===== src/rtl/vend_pkg.sv =====
// Shared definitions for the vending dispenser: response codes, FSM states
// and the id width used on the request, motor and service ports.
package vend_pkg;

    localparam int ID_W = 4;

    localparam logic [1:0] VEND_OK    = 2'b00;
    localparam logic [1:0] VEND_EMPTY = 2'b01;
    localparam logic [1:0] VEND_JAM   = 2'b10;
    localparam logic [1:0] VEND_BADID = 2'b11;

    typedef enum logic [2:0] {
        ST_IDLE  = 3'd0,
        ST_CHECK = 3'd1,
        ST_DRIVE = 3'd2,
        ST_WAIT  = 3'd3,
        ST_RESP  = 3'd4
    } vend_state_t;

endpackage


===== src/rtl/vend_sync_edge.sv =====
// Two-flop synchronizer for an asynchronous panel input followed by a
// rising-edge detector; rise is a single-cycle pulse per low-to-high edge.
module vend_sync_edge (
    input  logic clk,
    input  logic reset,
    input  logic async_in,
    output logic rise
);

    logic meta;
    logic sync;
    logic prev;

    // NOTE: clocked state uses non-blocking assignments so every flop samples
    // the pre-edge value; blocking here would collapse the chain into one flop.
    always_ff @(posedge clk or posedge reset) begin
        if (reset) begin
            meta <= 1'b0;
            sync <= 1'b0;
            prev <= 1'b0;
        end else begin
            meta <= async_in;
            sync <= meta;
            prev <= sync;
        end
    end

    assign rise = sync & ~prev;

endmodule


===== src/rtl/vend_dispenser.sv =====
// Dispense-side responder: validates a slot request, pulses the slot motor
// with bounded retries, confirms delivery on the drop sensor and owns stock.
module vend_dispenser
    import vend_pkg::*;
#(
    parameter int SLOTS       = 16,
    parameter int CNT_W       = 4,
    parameter int MOTOR_CYC   = 8,
    parameter int TIMEOUT_CYC = 32,
    parameter int MAX_RETRY   = 1
) (
    input  logic             clk,
    input  logic             reset,
    input  logic             req_valid,
    input  logic [ID_W-1:0]  req_id,
    output logic             req_ready,
    output logic             rsp_valid,
    output logic [1:0]       rsp_code,
    output logic             motor_on,
    output logic [ID_W-1:0]  motor_sel,
    input  logic             drop_sense,
    input  logic             restock_en,
    input  logic [ID_W-1:0]  restock_id,
    input  logic [CNT_W-1:0] restock_cnt,
    output logic [SLOTS-1:0] stock_empty
);

    localparam int TMR_MAX = (MOTOR_CYC > TIMEOUT_CYC) ? MOTOR_CYC : TIMEOUT_CYC;
    localparam int TMR_W   = $clog2(TMR_MAX + 1);

    localparam logic [TMR_W-1:0] MOTOR_LAST  = TMR_W'(MOTOR_CYC - 1);
    localparam logic [TMR_W-1:0] WAIT_LAST   = TMR_W'(TIMEOUT_CYC - 1);
    localparam logic [1:0]       RETRY_LIMIT = 2'(MAX_RETRY);

    vend_state_t      state;
    vend_state_t      state_nxt;
    logic [TMR_W-1:0] tmr;
    logic [TMR_W-1:0] tmr_nxt;
    logic [1:0]       retry;
    logic [1:0]       retry_nxt;
    logic [1:0]       code_q;
    logic [1:0]       code_nxt;
    logic [ID_W-1:0]  id_q;
    logic             dec_en;
    logic             drop_evt;
    logic             id_valid;
    logic [CNT_W-1:0] sel_count;

    logic [CNT_W-1:0] count [SLOTS];

    vend_sync_edge u_drop_sync (
        .clk      (clk),
        .reset    (reset),
        .async_in (drop_sense),
        .rise     (drop_evt)
    );

    assign id_valid  = (int'(id_q) < SLOTS);
    assign sel_count = id_valid ? count[id_q] : '0;

    always_ff @(posedge clk or posedge reset) begin
        if (reset) begin
            state  <= ST_IDLE;
            tmr    <= '0;
            retry  <= '0;
            code_q <= VEND_OK;
            id_q   <= '0;
        end else begin
            state  <= state_nxt;
            tmr    <= tmr_nxt;
            retry  <= retry_nxt;
            code_q <= code_nxt;
            if (state == ST_IDLE && req_valid) begin
                id_q <= req_id;
            end
        end
    end

    // NOTE: every signal driven here gets its hold value first, so no branch
    // of the case can leave one unassigned and infer a latch.
    always_comb begin
        state_nxt = state;
        tmr_nxt   = tmr;
        retry_nxt = retry;
        code_nxt  = code_q;
        dec_en    = 1'b0;

        case (state)
            ST_IDLE: begin
                if (req_valid) begin
                    state_nxt = ST_CHECK;
                end
            end

            ST_CHECK: begin
                if (!id_valid) begin
                    code_nxt  = VEND_BADID;
                    state_nxt = ST_RESP;
                end else if (sel_count == '0) begin
                    code_nxt  = VEND_EMPTY;
                    state_nxt = ST_RESP;
                end else begin
                    tmr_nxt   = '0;
                    retry_nxt = '0;
                    state_nxt = ST_DRIVE;
                end
            end

            // An early drop while the motor still runs is a real delivery.
            ST_DRIVE: begin
                if (drop_evt) begin
                    dec_en    = 1'b1;
                    code_nxt  = VEND_OK;
                    state_nxt = ST_RESP;
                end else if (tmr == MOTOR_LAST) begin
                    tmr_nxt   = '0;
                    state_nxt = ST_WAIT;
                end else begin
                    tmr_nxt = tmr + TMR_W'(1);
                end
            end

            ST_WAIT: begin
                if (drop_evt) begin
                    dec_en    = 1'b1;
                    code_nxt  = VEND_OK;
                    state_nxt = ST_RESP;
                end else if (tmr == WAIT_LAST) begin
                    tmr_nxt = '0;
                    if (retry < RETRY_LIMIT) begin
                        retry_nxt = retry + 2'd1;
                        state_nxt = ST_DRIVE;
                    end else begin
                        code_nxt  = VEND_JAM;
                        state_nxt = ST_RESP;
                    end
                end else begin
                    tmr_nxt = tmr + TMR_W'(1);
                end
            end

            ST_RESP: begin
                state_nxt = ST_IDLE;
            end

            default: begin
                state_nxt = ST_IDLE;
            end
        endcase
    end

    // NOTE: the stock file is ordinary flops with reset, not RAM, because every
    // slot must read as empty out of reset and all counts feed stock_empty.
    always_ff @(posedge clk or posedge reset) begin
        if (reset) begin
            for (int i = 0; i < SLOTS; i++) begin
                count[i] <= '0;
            end
        end else begin
            for (int i = 0; i < SLOTS; i++) begin
                if (restock_en && int'(restock_id) == i) begin
                    count[i] <= restock_cnt;
                end else if (dec_en && int'(id_q) == i && count[i] != '0) begin
                    count[i] <= count[i] - CNT_W'(1);
                end
            end
        end
    end

    always_ff @(posedge clk or posedge reset) begin
        if (reset) begin
            stock_empty <= '1;
        end else begin
            for (int i = 0; i < SLOTS; i++) begin
                stock_empty[i] <= (count[i] == '0);
            end
        end
    end

    // Outputs decode straight from the state flops so reset kills the motor
    // without waiting for a clock edge.
    assign req_ready = (state == ST_IDLE);
    assign rsp_valid = (state == ST_RESP);
    assign motor_on  = (state == ST_DRIVE);
    assign rsp_code  = code_q;
    assign motor_sel = id_q;

endmodule


===== config.mk =====
export PLATFORM = sky130hd
export DESIGN_NAME = vend_dispenser
export DESIGN_NICKNAME = d
export VERILOG_FILES = /design/src/rtl/vend_pkg.sv /design/src/rtl/vend_sync_edge.sv /design/src/rtl/vend_dispenser.sv
export SDC_FILE = /design/constraint.sdc
export NUM_CORES = 1
export LEC_CHECK = 0
export CORE_ASPECT_RATIO = 1.75
export CORE_UTILIZATION = 50
export DETAILED_ROUTE_END_ITERATION = 7
export GPL_ROUTABILITY_DRIVEN = 0
export PLACE_DENSITY_LB_ADDON = 0.1
export SLEW_MARGIN = 10
export SYNTH_ARGS = -nofsm -noshare
export SYNTH_HDL_FRONTEND = slang
export SYNTH_HIERARCHICAL = 1
export SYNTH_SLANG_ARGS = --single-unit

===== constraint.sdc =====
create_clock -name clk -period 3.4 [get_ports clk]
set_clock_uncertainty 0.05 [all_clocks]
set_input_delay 0.68 -clock clk [delete_from_list [all_inputs] [get_ports clk]]
set_output_delay 0.68 -clock clk [all_outputs]
set_load 0.05 [all_outputs]

# Yosys cells after proc, flatten, opt, wreduce, memory -nomap -nowiden
# Cells that the tools add are included.
[classes] mux=62 reduce_logical=108 bitwise_logic=3 magnitude_cmp=2 n_addsub=18 eq_ne=47
[op_table] op="$mux 4" n=34
[op_table] op="$logic_not 4->1" n=19
[op_table] op="$eq 4x4->1 const B" n=16
[op_table] op="$reduce_bool 4->1" n=16
[op_table] op="$sub 4x1->4 const B" n=16
[op_table] op="$logic_and 1x1->1" n=49
[op_table] op="$reduce_bool 2->1" n=17
[op_table] op="$eq 4x3->1 const B" n=8
[op_table] op="$mux 6" n=5
[op_table] op="$mux 3" n=7
[op_table] op="$mux 2" n=9
[op_table] op="$pmux 6 s3" n=1
[op_table] op="$bmux 4 s4" n=1
[op_table] op="$eq 4x2->1 const B" n=4
[op_table] op="$ne 2x2->1 const B" n=7
[op_table] op="$pmux 3 s4" n=1
[op_table] op="$reduce_and 5->1" n=2
[op_table] op="$eq 4x1->1 const B" n=2
[op_table] op="$add 6x1->6 const B" n=1
[op_table] op="$eq 3x2->1 const B" n=2
[op_table] op="$eq 6x3->1 const B" n=1
[op_table] op="$eq 6x5->1 const B" n=1
[op_table] op="$ne 3x3->1 const B" n=2
[op_table] op="$pmux 2 s3" n=1
[op_table] op="other kinds (17)" n=18
[word_totals] reg_bits=100 in_bits=17 out_inout_bits=25 elab_cells=265

# Depth between registers and ports, before layout
[depth] ltp_word=8 mapped_depth=9 mapped_depth_nobuf=8

# By module
# The synthesis kept the hierarchy.
[modules_own_cells] mod="vend_dispenser" instances=1 cells_per_inst=600 area_per_inst_um2=5415.2
[modules_own_cells] mod="vend_sync_edge" instances=1 cells_per_inst=5 area_per_inst_um2=92.6

# Least setup slack after synthesis
# OpenSTA, ideal clock, no wires.
[synth_path] kind="reg-to-reg" startpoint="register state[0]" endpoint="register id_q[0] (netlist: motor_sel[0])" t_arrival_ns=2.381 synth_period_minus_slack_ns=2.556 required_ns=3.225 path_buffers=1 path_slack_ns=0.844 path_stages_with_launch=5 setup_ns=0.125 path_cell_list="dfrtp_1 clkbuf_1 nor3_1 and2_0 mux2_2"
[synth_via] elab_chain_cells=2
[synth_lines] item="from (decl)" line_no="vend_dispenser.sv:35" text="vend_state_t state;"
[synth_lines] item="from (signal assigned)" line_no="vend_dispenser.sv:69" text="state <= state_nxt;"
[synth_lines] item="$logic_not 3->1"
[synth_lines] item="named net req_ready" line_no="vend_dispenser.sv:16" text="output logic req_ready,"
[synth_lines] item="$logic_and 1x1->1" line_no="vend_dispenser.sv:73" text="if (state == ST_IDLE && req_valid) begin"
[synth_lines] item="to (signal assigned)" line_no="vend_dispenser.sv:74" text="id_q <= req_id;"
[synth_lines] item="to (decl)" line_no="vend_dispenser.sv:43" text="logic [ID_W-1:0] id_q;"
# The timed path passes the listed nets, and every way through them passes these cells.
# A chain may end at the register's enable or synchronous reset.

# Worst setup path in the final report
[layout_path] startpoint="register state[2]" endpoint="output port motor_on"
[layout_via] elab_chain_cells=1
[layout_lines] item="$eq 3x2->1" line_no="vend_dispenser.sv:184" text="assign motor_on = (state == ST_DRIVE);"
[layout_lines] item="to (decl)" line_no="vend_dispenser.sv:19" text="output logic motor_on,"
# No other way between the ends.

==> results.md <==
* Outcome: finished clean
* Total routed wirelength at 13100 µm
* Count of flip-flops with a built-in enable after synthesis at 0
* CP Capture Type: primary output
* Post-synthesis async set-or-reset flop share at 100%
* Period utilization at 80.6%
* Final slew viol count at 0
* Quantity of hold-fixing buffers added after cts at 0
* Unrepaired setup endpoints after global routing: no
* Portion of the post-synthesis area used by sequential elements at 45.8%
* Die Y at 141 µm
* Gates resized, CTS repair at 0
* Ordered list of cells on the worst path: or2b_1 > nor2_1 > clkdlybuf4s50_1
* Number of endpoints with negative hold slack in the final report at 0
* Max-Cap Viols at 0
* Setup violators final at 0
* Top_reg_cell synth: dfrtp_1
* CTS tree: done
* Slowest cell on the critical path: clkdlybuf4s50_1
* Instance area after placement at 6020 µm²
* Area of all placed cells without fillers at 6320 µm²
* Global route total overflow at 0
* Final antenna diode count at 0
* Proportion of layout cells with a drive suffix above 1 at 10.4%
* Post-synthesis cell count at 605
* Static Leakage at 2.52 nW
* Utilization after layout at 59.1%
* Relative max-transition margin at 35.5%
* Drt first-iter violations at 253
* Post-DR vias/cell at 5.70
* Number of design rule violations left after detail routing at 0
* Total negative setup slack at 0 ns
* Number of antenna violations at the first check in global routing at 0
* Max incr delay on CP at 0.81 ns
* Maximum fanout along the worst path at 8
* Min-delay worst type: flip-flop to flip-flop
* Warning count from the yosys run at 6
* Clock buffer depth at 2
* Overall Global Routing Usage at 25.1%
* Syn nets at 640
* Post-layout net count at 673
* Register clock-pin slew on the reported worst setup and hold paths at 0.07 ns
* Critical path startpoint category: flip-flop
* Wire length of the first global-routing pass at 21400 µm
* Leading cell type in the layout, fill and taps excluded: dfrtp_1
* Total Die Area at 11500 µm²
* Most used cells in the layout excluding fill and tap cells: dfrtp_1 (84), nand2_1 (72), nor2_1 (66)
* Floorplan row count at 50
* Avg WL per Cell at 16.9 µm
* Slew at the pin closest to its max-slew limit at 0.964 ns
* Synth-to-layout area growth at 14.7%
* Mean area per synthesized cell at 9.10 µm²
* Maximum number of pins on one net before global-route repair at 61
* Vias in the first global route at 4429
* Root buffer selected by CTS: clkbuf_16
* Worst-case vdd ir drop at 726 µV
* Width of the die at 81.3 µm
* Req. time, crit path at 2.67 ns
* Post-Syn Area at 5510 µm²
* Max Fclk at 0.365 GHz
* Total number of vias at 4403
* Endpoint arrival time on the critical path at 2.01 ns
* Clock latency at the later pin of the worst-skew pair at 0.35 ns
* Clock buffer count from CTS at 9
* Initial core utilization at 51.5%
* Critical path class: flip-flop to primary output
* Number of post-CTS setup repair buffers at 0
* I/O pins at 42
* H-tree depth at 3
* Total core area at 10700 µm²
* DPL Wire Length at 9460 µm
* PD cells at 798 nW/µm²
* Port bufs at 41
* First drt pass iteration count at 5
* Flip-flop and latch count after synthesis at 100
* Synth unique cells at 50
* Num Clock Sinks at 100
* Clock period minus worst slack at 2.74 ns
* Antenna violation net count after detailed routing at 0
-- layout make-up --
class | instances | area, µm²
Fill cell | 938 | 4380
Multi-Input combinational cell | 442 | 2740
Sequential cell | 100 | 2520
Timing Repair Buffer | 44 | 445
Clock buffer | 12 | 267
Tap cell | 130 | 163
Inverter | 41 | 156
Clock inverter | 4 | 30.0
-- per-stage QoR --
stage | worst slack, ns | instances | hold slack, ns | total power [mW]
4_1_cts | 0.648 | 773 | 0.322 | 5.07
6_report | 0.660 | 773 | 0.317 | 5.04
3_5_place_dp | 0.909 | 757 | 0.306 | 4.03
2_1_floorplan | 0.163 | 605 | 0.281 | 3.44
3_3_place_gp | 0.907 | 757 | 0.285 | 3.94
5_1_grt | 0.592 | 773 | 0.328 | 5.38
-- critical path, delay by kind of cell, from the launching register on --
kind / cells / cell delay, ns
flops: 1 / 0.45
simple gates: 2 / 0.40
buf+inv: 1 / 0.81
-- synthesized netlist by cell type (3+ instances only) --
| cell type | count | area share, % |
|---|---|---|
| clkbuf_1 | 14 | 0.95 |
| mux2_2 | 16 | 3.3 |
| dfrtp_1 | 84 | 38 |
| a211o_1 | 3 | 0.48 |
| a21oi_1 | 41 | 3.7 |
| a211oi_1 | 5 | 0.68 |
| or2_2 | 3 | 0.34 |
| nand3_1 | 12 | 1.1 |
| nor3_1 | 31 | 2.8 |
| nand2_1 | 72 | 4.9 |
| o21ai_0 | 34 | 3.1 |
| buf_2 | 5 | 0.45 |
| nor2b_1 | 6 | 0.68 |
| a21o_1 | 4 | 0.55 |
| nor4_1 | 9 | 1.0 |
| nor2_1 | 66 | 4.5 |
| xnor2_1 | 23 | 3.7 |
| nand3b_1 | 6 | 0.82 |
| a31o_2 | 3 | 0.48 |
| dfstp_2 | 16 | 7.6 |
| nand2b_1 | 10 | 1.1 |
| xor2_1 | 26 | 4.1 |
| nor4_2 | 3 | 0.68 |
| nor3b_1 | 10 | 1.4 |
| or3_1 | 5 | 0.57 |
| o21a_1 | 5 | 0.68 |
| and2_1 | 5 | 0.57 |
| ha_1 | 18 | 4.1 |
| a22oi_1 | 5 | 0.68 |
| inv_1 | 41 | 2.8 |
-- where the power goes --
group	switching (mW)	internal [mW]
clock network	0.466	0.561
logic	1.13	0.817
registers	0.462	1.61
-- state kept, by name (all words and copies together) (netlist names) --
name	cells
retry	2
rsp_code	2
state	3
motor_sel	4
count	64
stock_empty	16
u_drop_sync/prev	1
u_drop_sync/meta	1
tmr	6
u_drop_sync/sync	1
-- path summary, 6_finish.rpt --
kind,start,end,slack (ns),cells after the start
min,u_drop_sync/meta$_DFF_PP0_,u_drop_sync/sync$_DFF_PP0_,0.32,0
max,state[2]$_DFFE_PP0P_,motor_on,0.66,3
max in group asynchronous,reset,stock_empty[12]$_DFF_PP1_,1.89,3
max reg2reg,u_drop_sync/prev$_DFF_PP0_,count[13]$_DFFE_PP0P_,1.03,6
min in group asynchronous,reset,u_drop_sync/meta$_DFF_PP0_,0.52,2
min reg2reg,u_drop_sync/meta$_DFF_PP0_,u_drop_sync/sync$_DFF_PP0_,0.32,0
-- routing by layer --
layer | routed length [µm] | global-route usage, % | vias to the layer above
met1 | 5260 | 29.3 | 2127
met5 | 0 | 0 | -
met2 | 6940 | 44.0 | 120
met3 | 497 | 3.56 | 25
li1 | - | - | 2131
met4 | 399 | 11.7 | 0
-- cells by family (layout without fill, tap and decap cells) --
logic type,count (synthesis),after routing,synth area share [%]
AND/OR/NAND/NOR,250,250,22.7
flip-flops,100,100,45.8
AO/OA/AOI/OAI,109,109,11.8
multiplexers,16,16,3.27
adder cells (fa/ha/maj),18,18,4.09
buffers and inverters,63,101,4.54
XOR/XNOR,49,49,7.79
(Power assumes the default switching activity.)
